**src/rtl/bp_me_mem_cmd_resp_buffer_mc.sv**
```systemverilog
// Multi-channel memory command/response buffer.
// N CCE-side channels share one memory port. Each channel has a command FIFO;
// a round-robin arbiter picks one to issue. A tag FIFO routes each memory
// response back to its channel's response FIFO. Response credits are reserved
// when a command issues.
// Optional feature: define BP_ME_MEM_BUF_ISSUE_STATS_EN for per-channel
// 32-bit issue counters on issue_cnt_o; otherwise issue_cnt_o is tied to 0.
module bp_me_mem_cmd_resp_buffer_mc #(
  parameter int unsigned num_chan_p  = 2,
  parameter int unsigned msg_width_p = 128,
  parameter int unsigned cmd_els_p   = 4,
  parameter int unsigned resp_els_p  = 4,
  parameter int unsigned max_out_p   = 4,
  localparam int unsigned chan_id_width_lp = (num_chan_p > 1) ? $clog2(num_chan_p) : 1,
  localparam int unsigned out_width_lp     = $clog2(max_out_p + 1)
) (
  input  logic                              clk_i,
  input  logic                              reset_n_i,
  input  logic [num_chan_p*msg_width_p-1:0] cmd_i,
  input  logic [num_chan_p-1:0]             cmd_v_i,
  output logic [num_chan_p-1:0]             cmd_ready_o,
  output logic [num_chan_p*msg_width_p-1:0] resp_o,
  output logic [num_chan_p-1:0]             resp_v_o,
  input  logic [num_chan_p-1:0]             resp_yumi_i,
  output logic [msg_width_p-1:0]            mem_cmd_o,
  output logic                              mem_cmd_v_o,
  input  logic                              mem_cmd_ready_i,
  input  logic [msg_width_p-1:0]            mem_resp_i,
  input  logic                              mem_resp_v_i,
  output logic                              mem_resp_yumi_o,
  output logic [out_width_lp-1:0]           outstanding_o,
  output logic [num_chan_p*32-1:0]          issue_cnt_o
);

  localparam int unsigned cw_lp        = chan_id_width_lp;
  localparam int unsigned cand_w_lp    = chan_id_width_lp + 1;
  localparam int unsigned cmd_ptr_w_lp = (cmd_els_p > 1) ? $clog2(cmd_els_p) : 1;
  localparam int unsigned cmd_cnt_w_lp = $clog2(cmd_els_p + 1);
  localparam int unsigned rsp_ptr_w_lp = (resp_els_p > 1) ? $clog2(resp_els_p) : 1;
  localparam int unsigned rsp_cnt_w_lp = $clog2(resp_els_p + 1);
  localparam int unsigned tag_ptr_w_lp = (max_out_p > 1) ? $clog2(max_out_p) : 1;
  localparam int unsigned credit_w_lp  = $clog2(resp_els_p + 1);

  logic [num_chan_p-1:0]  cmd_full, cmd_empty, cmd_enq, cmd_deq, elig;
  logic [num_chan_p-1:0]  resp_full, resp_empty, resp_enq, resp_deq;
  logic [msg_width_p-1:0] cmd_head [num_chan_p];
  logic [cw_lp-1:0]       grant, rr_ptr;
  logic [cand_w_lp-1:0]   cand;
  logic                   grant_v, issue, retire;

  logic [cw_lp-1:0]        tag_mem [max_out_p];
  logic [tag_ptr_w_lp-1:0] tag_rd, tag_wr;
  logic [out_width_lp-1:0] tag_cnt;
  logic                    tag_full, tag_empty;
  logic [cw_lp-1:0]        tag_head;

  assign tag_full  = (tag_cnt == out_width_lp'(max_out_p));
  assign tag_empty = (tag_cnt == '0);
  assign tag_head  = tag_mem[tag_rd];

  assign cmd_ready_o     = {num_chan_p{reset_n_i}} & ~cmd_full;
  assign mem_cmd_v_o     = reset_n_i & grant_v;
  assign mem_cmd_o       = cmd_head[grant];
  assign issue           = mem_cmd_v_o & mem_cmd_ready_i;
  assign mem_resp_yumi_o = reset_n_i & mem_resp_v_i & ~tag_empty & ~resp_full[tag_head];
  assign retire          = mem_resp_yumi_o;
  assign outstanding_o   = tag_cnt;

  // Round-robin grant: first eligible channel at or after rr_ptr, wrapping.
  always_comb begin
    grant   = '0;
    grant_v = 1'b0;
    cand    = '0;
    for (int i = 0; i < int'(num_chan_p); i++) begin
      cand = {1'b0, rr_ptr} + cand_w_lp'(i);
      if (cand >= cand_w_lp'(num_chan_p)) cand = cand - cand_w_lp'(num_chan_p);
      if (!grant_v && elig[cand[cw_lp-1:0]]) begin
        grant_v = 1'b1;
        grant   = cand[cw_lp-1:0];
      end
    end
  end

  // Round-robin pointer and tag FIFO control.
  always_ff @(posedge clk_i) begin
    if (!reset_n_i) begin
      rr_ptr  <= '0;
      tag_rd  <= '0;
      tag_wr  <= '0;
      tag_cnt <= '0;
    end else begin
      if (issue) begin
        rr_ptr <= (grant == cw_lp'(num_chan_p - 1)) ? '0 : grant + cw_lp'(1);
        tag_wr <= (tag_wr == tag_ptr_w_lp'(max_out_p - 1)) ? '0 : tag_wr + tag_ptr_w_lp'(1);
      end
      if (retire)
        tag_rd <= (tag_rd == tag_ptr_w_lp'(max_out_p - 1)) ? '0 : tag_rd + tag_ptr_w_lp'(1);
      tag_cnt <= tag_cnt + out_width_lp'(issue) - out_width_lp'(retire);
    end
  end

  // Tag storage: the channel id of each issued command, in issue order.
  always_ff @(posedge clk_i) begin
    if (issue) tag_mem[tag_wr] <= grant;
  end

  for (genvar c = 0; c < num_chan_p; c++) begin : g_chan
    logic [msg_width_p-1:0]  cmd_mem [cmd_els_p];
    logic [cmd_ptr_w_lp-1:0] cmd_rd, cmd_wr;
    logic [cmd_cnt_w_lp-1:0] cmd_cnt;
    logic [msg_width_p-1:0]  rsp_mem [resp_els_p];
    logic [rsp_ptr_w_lp-1:0] rsp_rd, rsp_wr;
    logic [rsp_cnt_w_lp-1:0] rsp_cnt;
    logic [credit_w_lp-1:0]  credit;

    assign cmd_full[c]   = (cmd_cnt == cmd_cnt_w_lp'(cmd_els_p));
    assign cmd_empty[c]  = (cmd_cnt == '0);
    assign cmd_enq[c]    = cmd_v_i[c] & cmd_ready_o[c];
    assign cmd_deq[c]    = issue & (grant == cw_lp'(c));
    assign cmd_head[c]   = cmd_mem[cmd_rd];
    assign elig[c]       = ~cmd_empty[c] & (credit != '0) & ~tag_full;
    assign resp_full[c]  = (rsp_cnt == rsp_cnt_w_lp'(resp_els_p));
    assign resp_empty[c] = (rsp_cnt == '0);
    assign resp_enq[c]   = retire & (tag_head == cw_lp'(c));
    assign resp_deq[c]   = resp_yumi_i[c] & resp_v_o[c];
    assign resp_v_o[c]   = reset_n_i & ~resp_empty[c];
    assign resp_o[c*msg_width_p +: msg_width_p] = rsp_mem[rsp_rd];

    // FIFO pointers, occupancy and response credit.
    always_ff @(posedge clk_i) begin
      if (!reset_n_i) begin
        cmd_rd  <= '0;
        cmd_wr  <= '0;
        cmd_cnt <= '0;
        rsp_rd  <= '0;
        rsp_wr  <= '0;
        rsp_cnt <= '0;
        credit  <= credit_w_lp'(resp_els_p);
      end else begin
        if (cmd_enq[c])
          cmd_wr <= (cmd_wr == cmd_ptr_w_lp'(cmd_els_p - 1)) ? '0 : cmd_wr + cmd_ptr_w_lp'(1);
        if (cmd_deq[c])
          cmd_rd <= (cmd_rd == cmd_ptr_w_lp'(cmd_els_p - 1)) ? '0 : cmd_rd + cmd_ptr_w_lp'(1);
        if (resp_enq[c])
          rsp_wr <= (rsp_wr == rsp_ptr_w_lp'(resp_els_p - 1)) ? '0 : rsp_wr + rsp_ptr_w_lp'(1);
        if (resp_deq[c])
          rsp_rd <= (rsp_rd == rsp_ptr_w_lp'(resp_els_p - 1)) ? '0 : rsp_rd + rsp_ptr_w_lp'(1);
        cmd_cnt <= cmd_cnt + cmd_cnt_w_lp'(cmd_enq[c]) - cmd_cnt_w_lp'(cmd_deq[c]);
        rsp_cnt <= rsp_cnt + rsp_cnt_w_lp'(resp_enq[c]) - rsp_cnt_w_lp'(resp_deq[c]);
        credit  <= credit + credit_w_lp'(resp_deq[c]) - credit_w_lp'(cmd_deq[c]);
      end
    end

    // Payload storage; no reset needed, occupancy guards reads.
    always_ff @(posedge clk_i) begin
      if (cmd_enq[c])  cmd_mem[cmd_wr] <= cmd_i[c*msg_width_p +: msg_width_p];
      if (resp_enq[c]) rsp_mem[rsp_wr] <= mem_resp_i;
    end

`ifdef BP_ME_MEM_BUF_ISSUE_STATS_EN
    logic [31:0] issue_cnt;
    // Issue counter for this channel, wraps modulo 2^32.
    always_ff @(posedge clk_i) begin
      if (!reset_n_i)      issue_cnt <= '0;
      else if (cmd_deq[c]) issue_cnt <= issue_cnt + 32'd1;
    end
    assign issue_cnt_o[c*32 +: 32] = issue_cnt;
`else
    assign issue_cnt_o[c*32 +: 32] = '0;
`endif
  end

  // Protocol checks on the CCE and memory sides.
  always_ff @(posedge clk_i) begin
    if (reset_n_i) begin
      assert (!(|(cmd_v_i & cmd_full))) else $error("command enqueue while FIFO full");
      assert (!(|(resp_yumi_i & ~resp_v_o))) else $error("resp_yumi_i without resp_v_o");
      assert (!(mem_resp_v_i && tag_empty)) else $error("memory response with no command in flight");
    end
  end

endmodule

```
**config.mk**
```make
export PLATFORM = sky130hd
export DESIGN_NAME = bp_me_mem_cmd_resp_buffer_mc
export DESIGN_NICKNAME = d
export VERILOG_FILES = /design/src/rtl/bp_me_mem_cmd_resp_buffer_mc.sv
export SDC_FILE = /design/constraint.sdc
export NUM_CORES = 2
export LEC_CHECK = 0
export BUFFER_PORTS_ARGS = -buffer_cell sky130_fd_sc_hd__buf_2
export CAP_MARGIN = 10
export CELL_PAD_IN_SITES_DETAIL_PLACEMENT = 0
export CELL_PAD_IN_SITES_GLOBAL_PLACEMENT = 1
export CORE_ASPECT_RATIO = 0.7
export CORE_MARGIN = 5
export CORE_UTILIZATION = 58
export CTS_BUF_LIST = sky130_fd_sc_hd__clkbuf_2
export DETAILED_ROUTE_END_ITERATION = 7
export PLACE_DENSITY = 0.89
export RECOVER_POWER = 100
export SYNTH_ARGS = -nofsm -noshare
export SYNTH_HDL_FRONTEND = slang
export SYNTH_SLANG_ARGS = --single-unit
```
**constraint.sdc**
```tcl
create_clock -name clk_i -period 8.5 [get_ports clk_i]
set_input_delay 0.425 -clock clk_i [delete_from_list [all_inputs] [get_ports clk_i]]
set_output_delay 0.425 -clock clk_i [all_outputs]
set_load 0.05 [all_outputs]
```
==> summary by stage <==
Final layout
The area overhead of the layout relative to synthesis is 26.3%. The final standard cell utilization of the core is 0.734. The proportion of layout cells with a drive suffix above 1 is 0.285. The commonest non-fill, non-tap cell in the layout is sky130_fd_sc_hd__edfxtp_1. In the layout the commonest cells are sky130_fd_sc_hd__edfxtp_1, sky130_fd_sc_hd__dlygate4sd3_1, sky130_fd_sc_hd__clkbuf_2.

The net count of the finished layout is roughly 6000.

Synthesis
The count of state elements after synthesis is ~2100. Counting every instance in the synthesized netlist gives roughly 3200. The number of distinct library cells after synthesis is between 40 and 50. The sequential cell area fraction in the yosys report is 0.798. The cell area after synthesis is ~79000 sq um. The yosys synthesis warning count is 0. Each instance of the synthesized netlist takes up on average between 20 and 25 sq um.

STA
The shortest clock period the worst path allows after layout is just under 7000 ps. The total count of max-transition violations in the final report came to 1405. The count of endpoints failing setup in the final report is 0.

For the pin with the worst max-slew slack, the measured transition is around 4300 ps. The largest clock skew in the final design is 346 ps. The post-route worst setup slack is 1650 ps.

The highest achievable clock rate is around 0.15 GHz. The final hold violation count is 0. The post-route clock period utilization is 0.806. Measured against its own limit, the worst slew margin works out to -1.89.

The setup total negative slack is 0 ps. Setup repair after global routing left no endpoint under its margin.

Placement
The setup slack after placement is roughly 4600 ps. Detailed placement finished with a half-perimeter wire length of approximately 120000 um. The congestion estimate from routability-driven global placement came to between 0.7 and 0.8. Port buffering added around 780 buffers.

Die
The die covers roughly 140000 sq um. The number of I/O pins is ~850. For this configuration, the core starts out at a cell density of 0.581.

Measured along the y axis, the die boundary spans approximately 320 um. The number of rows in the core area is between 100 and 150. The floorplan die width is 450 um. The core area is approximately 140000 sq um.

Power
Dividing total power by cell area gives a power density of roughly 270 nW/um^2. The leakage power total is about 33 nW. Across the VDD grid, the largest voltage drop is between 400 and 500 uV.

Clock network
The TritonCTS clock tree is done. The largest buffer count on any clock path is 4. The number of buffers inserted during clock tree synthesis is 466. Clock tree synthesis selected as its root buffer the cell sky130_fd_sc_hd__clkbuf_2. The number of clock sinks is 2104. The total number of H-tree levels is 5. The clock edge transition at the registers on the reported setup and hold paths is roughly 140 ps. The insertion delay to the later sink of the worst-skew pair is between 1500 and 2000 ps. The quantity of gates resized following cts is 0.

GRT
The number of global-route vias before repair is approximately 50000. The total routing usage reported by global routing is 0.330. After global routing the overflow that remains totals 0. The first global-routing pass estimated 341000 um of wire. The maximum number of pins on one net before global-route repair is ~130. The initial antenna violation count is 16.

Worst setup path
The cell type of the slowest stage on the worst timing path is sky130_fd_sc_hd__and2_0. The critical path endpoint category is a register. The critical path required time is between 9000 and 10000 ps. The arrival time of data at the critical path endpoint is slightly above 8000 ps.

The critical path goes through o311ai_0 -> dlygate4sd3_1 -> a311oi_4 -> clkbuf_1 -> and2_0 -> clkbuf_2. The most critical setup path has its startpoint at outstanding_o[1]$_SDFF_PN0_. The setup path with the least slack is of type reg -> reg. STA classifies the critical path startpoint as a register. The worst-path maximum fanout is between 50 and 60. The origin of the critical flop-to-flop path is outstanding_o[1]$_SDFF_PN0_. The delay of the slowest cell on the worst path is ~2600 ps. The number of buffers and inverters on the critical path is 3. The kind of cell adding the most delay to the critical path is buffers and inverters.

Run
Max-cap violations in this run came to 27.

Routing
For this run, the detailed router's first-pass iteration total came to 5. In the final routed layout, each cell accounts on average for between 30 and 40 um. The number of DRC markers after the initial detailed-route iteration is between 5000 and 6000.

The remaining routing DRC violations is 0. The total via count after detailed routing is approximately 46000. The final antenna-violating net count is 0. The total wire length is between 200000 and 250000 um.

The via density per instance is around 6.

Run status
The flow ran to the end, but the final reports show violations. The final reports fail on max-capacitance violations, max-slew violations.

Worst hold path
The launch point of the worst hold path is mem_resp_i[26]. The path category of the worst min-delay check is in -> reg.
[registers in the layout (all words and copies together), names as in the netlist, 4 cells and up, named ones only]
name / count
g_chan.rsp_rd: 4
g_chan.cmd_wr: 4
g_chan.rsp_wr: 4
tag_mem: 4
g_chan.cmd_cnt: 6
g_chan.rsp_cnt: 6
g_chan.cmd_mem: 1024
g_chan.rsp_mem: 1024
g_chan.cmd_rd: 4
g_chan.credit: 6
[final cells by class]
cell class,instances,area (sq um)
tap,1782,2230
clock inverter,104,465
antenna,22,55.1
fill,7442,35900
clock buffer,694,3470
inverter,38,143
sequential,2104,62700
multi-input combinational,900,14800
timing repair buffer,1983,15300
[metrics by stage]
stage	cells	area [sq um]	hold slack, ps	total power, mW
finish	7627	99200	184	26.6
global route	7625	99200	7.84	27.5
CTS	7605	99800	0.515	26.1
detailed placement	5654	84300	486	19.8
global placement	5654	84300	478	19.7
floorplan	3237	78700	463	17.9
[cell usage after synthesis, drive strengths merged]
master	count	area share
o31ai	5	0.00048
nand3	1	0.00013
conb	1	0.000048
a311oi	1	0.00033
nor3	5	0.00038
nand2	22	0.0011
or4	1	0.000096
buf	133	0.011
dfxtp	52	0.013
xnor2	11	0.0012
o31a	2	0.00022
ha	39	0.0062
and3	1	0.000080
o21ba	1	0.00013
nor3b	7	0.00073
mux2	128	0.018
and2	34	0.0027
xor2	3	0.00033
or4b	1	0.00018
edfxtp	2052	0.78
inv	38	0.0018
a21oi	1	0.000064
o2111a	1	0.00014
o21ai	10	0.00064
or2	2	0.00016
fa	7	0.0018
nor2	25	0.0012
clkbuf	62	0.0030
o311ai	1	0.00011
mux2i	8	0.0010
or3b	1	0.00011
or3	3	0.00024
mux4	513	0.15
o21a	2	0.00019
[final timing paths]
check                                        to  slack, ps  depth (start not counted)
max          g_chan[0].rsp_mem[3][20]$_DFFE_PP_       1650                          6
min          g_chan[0].rsp_mem[0][26]$_DFFE_PP_        180                          3
max reg2reg  g_chan[0].rsp_mem[3][20]$_DFFE_PP_       1650                          6
min reg2reg                            register        500                          2
[worst min-delay path, stage by stage]
cell and delay (ps):
sky130_fd_sc_hd__dlygate4sd3_1 540, sky130_fd_sc_hd__clkbuf_1 110, sky130_fd_sc_hd__dlygate4sd3_1 660
[power breakdown]
| group | leakage (nW) | switching, mW | internal (mW) |
|---|---|---|---|
| sequential | 19.0 | 0.284 | 11.9 |
| clock | 3.10 | 4.21 | 2.21 |
| combinational | 11.1 | 5.57 | 2.41 |
| total | 33.1 | 10.1 | 16.5 |
[cell families after synthesis]
| kind of cell | after synthesis | synth area share |
|---|---|---|
| flip-flops | 2104 | 0.798 |
| multiplexers | 649 | 0.167 |
| buffers and inverters | 233 | 0.0162 |
| AND/OR/NAND/NOR | 103 | 0.00706 |
| adder cells (fa/ha/maj) | 46 | 0.00800 |
| AO/OA/AOI/OAI | 24 | 0.00231 |
| XOR/XNOR | 14 | 0.00156 |
| other | 1 | 0.0000478 |
[what timing repair did]
item                      in CTS  in global routing
hold endpoints to repair    3424                  0
setup buffers                  0                  0
hold buffers                1153                  0
[routing by layer]
layer / vias up / routed length, um / share of wire / GRT usage
li1: 18200 / - / - / -
met1: 23000 / 74800 / 0.31 / 0.382
met2: 3652 / 121000 / 0.51 / 0.556
met3: 1026 / 21500 / 0.090 / 0.0731
met4: 2 / 20900 / 0.088 / 0.228
met5: - / 7 / 0.000029 / 0
Power figures use the tool's default switching activity.
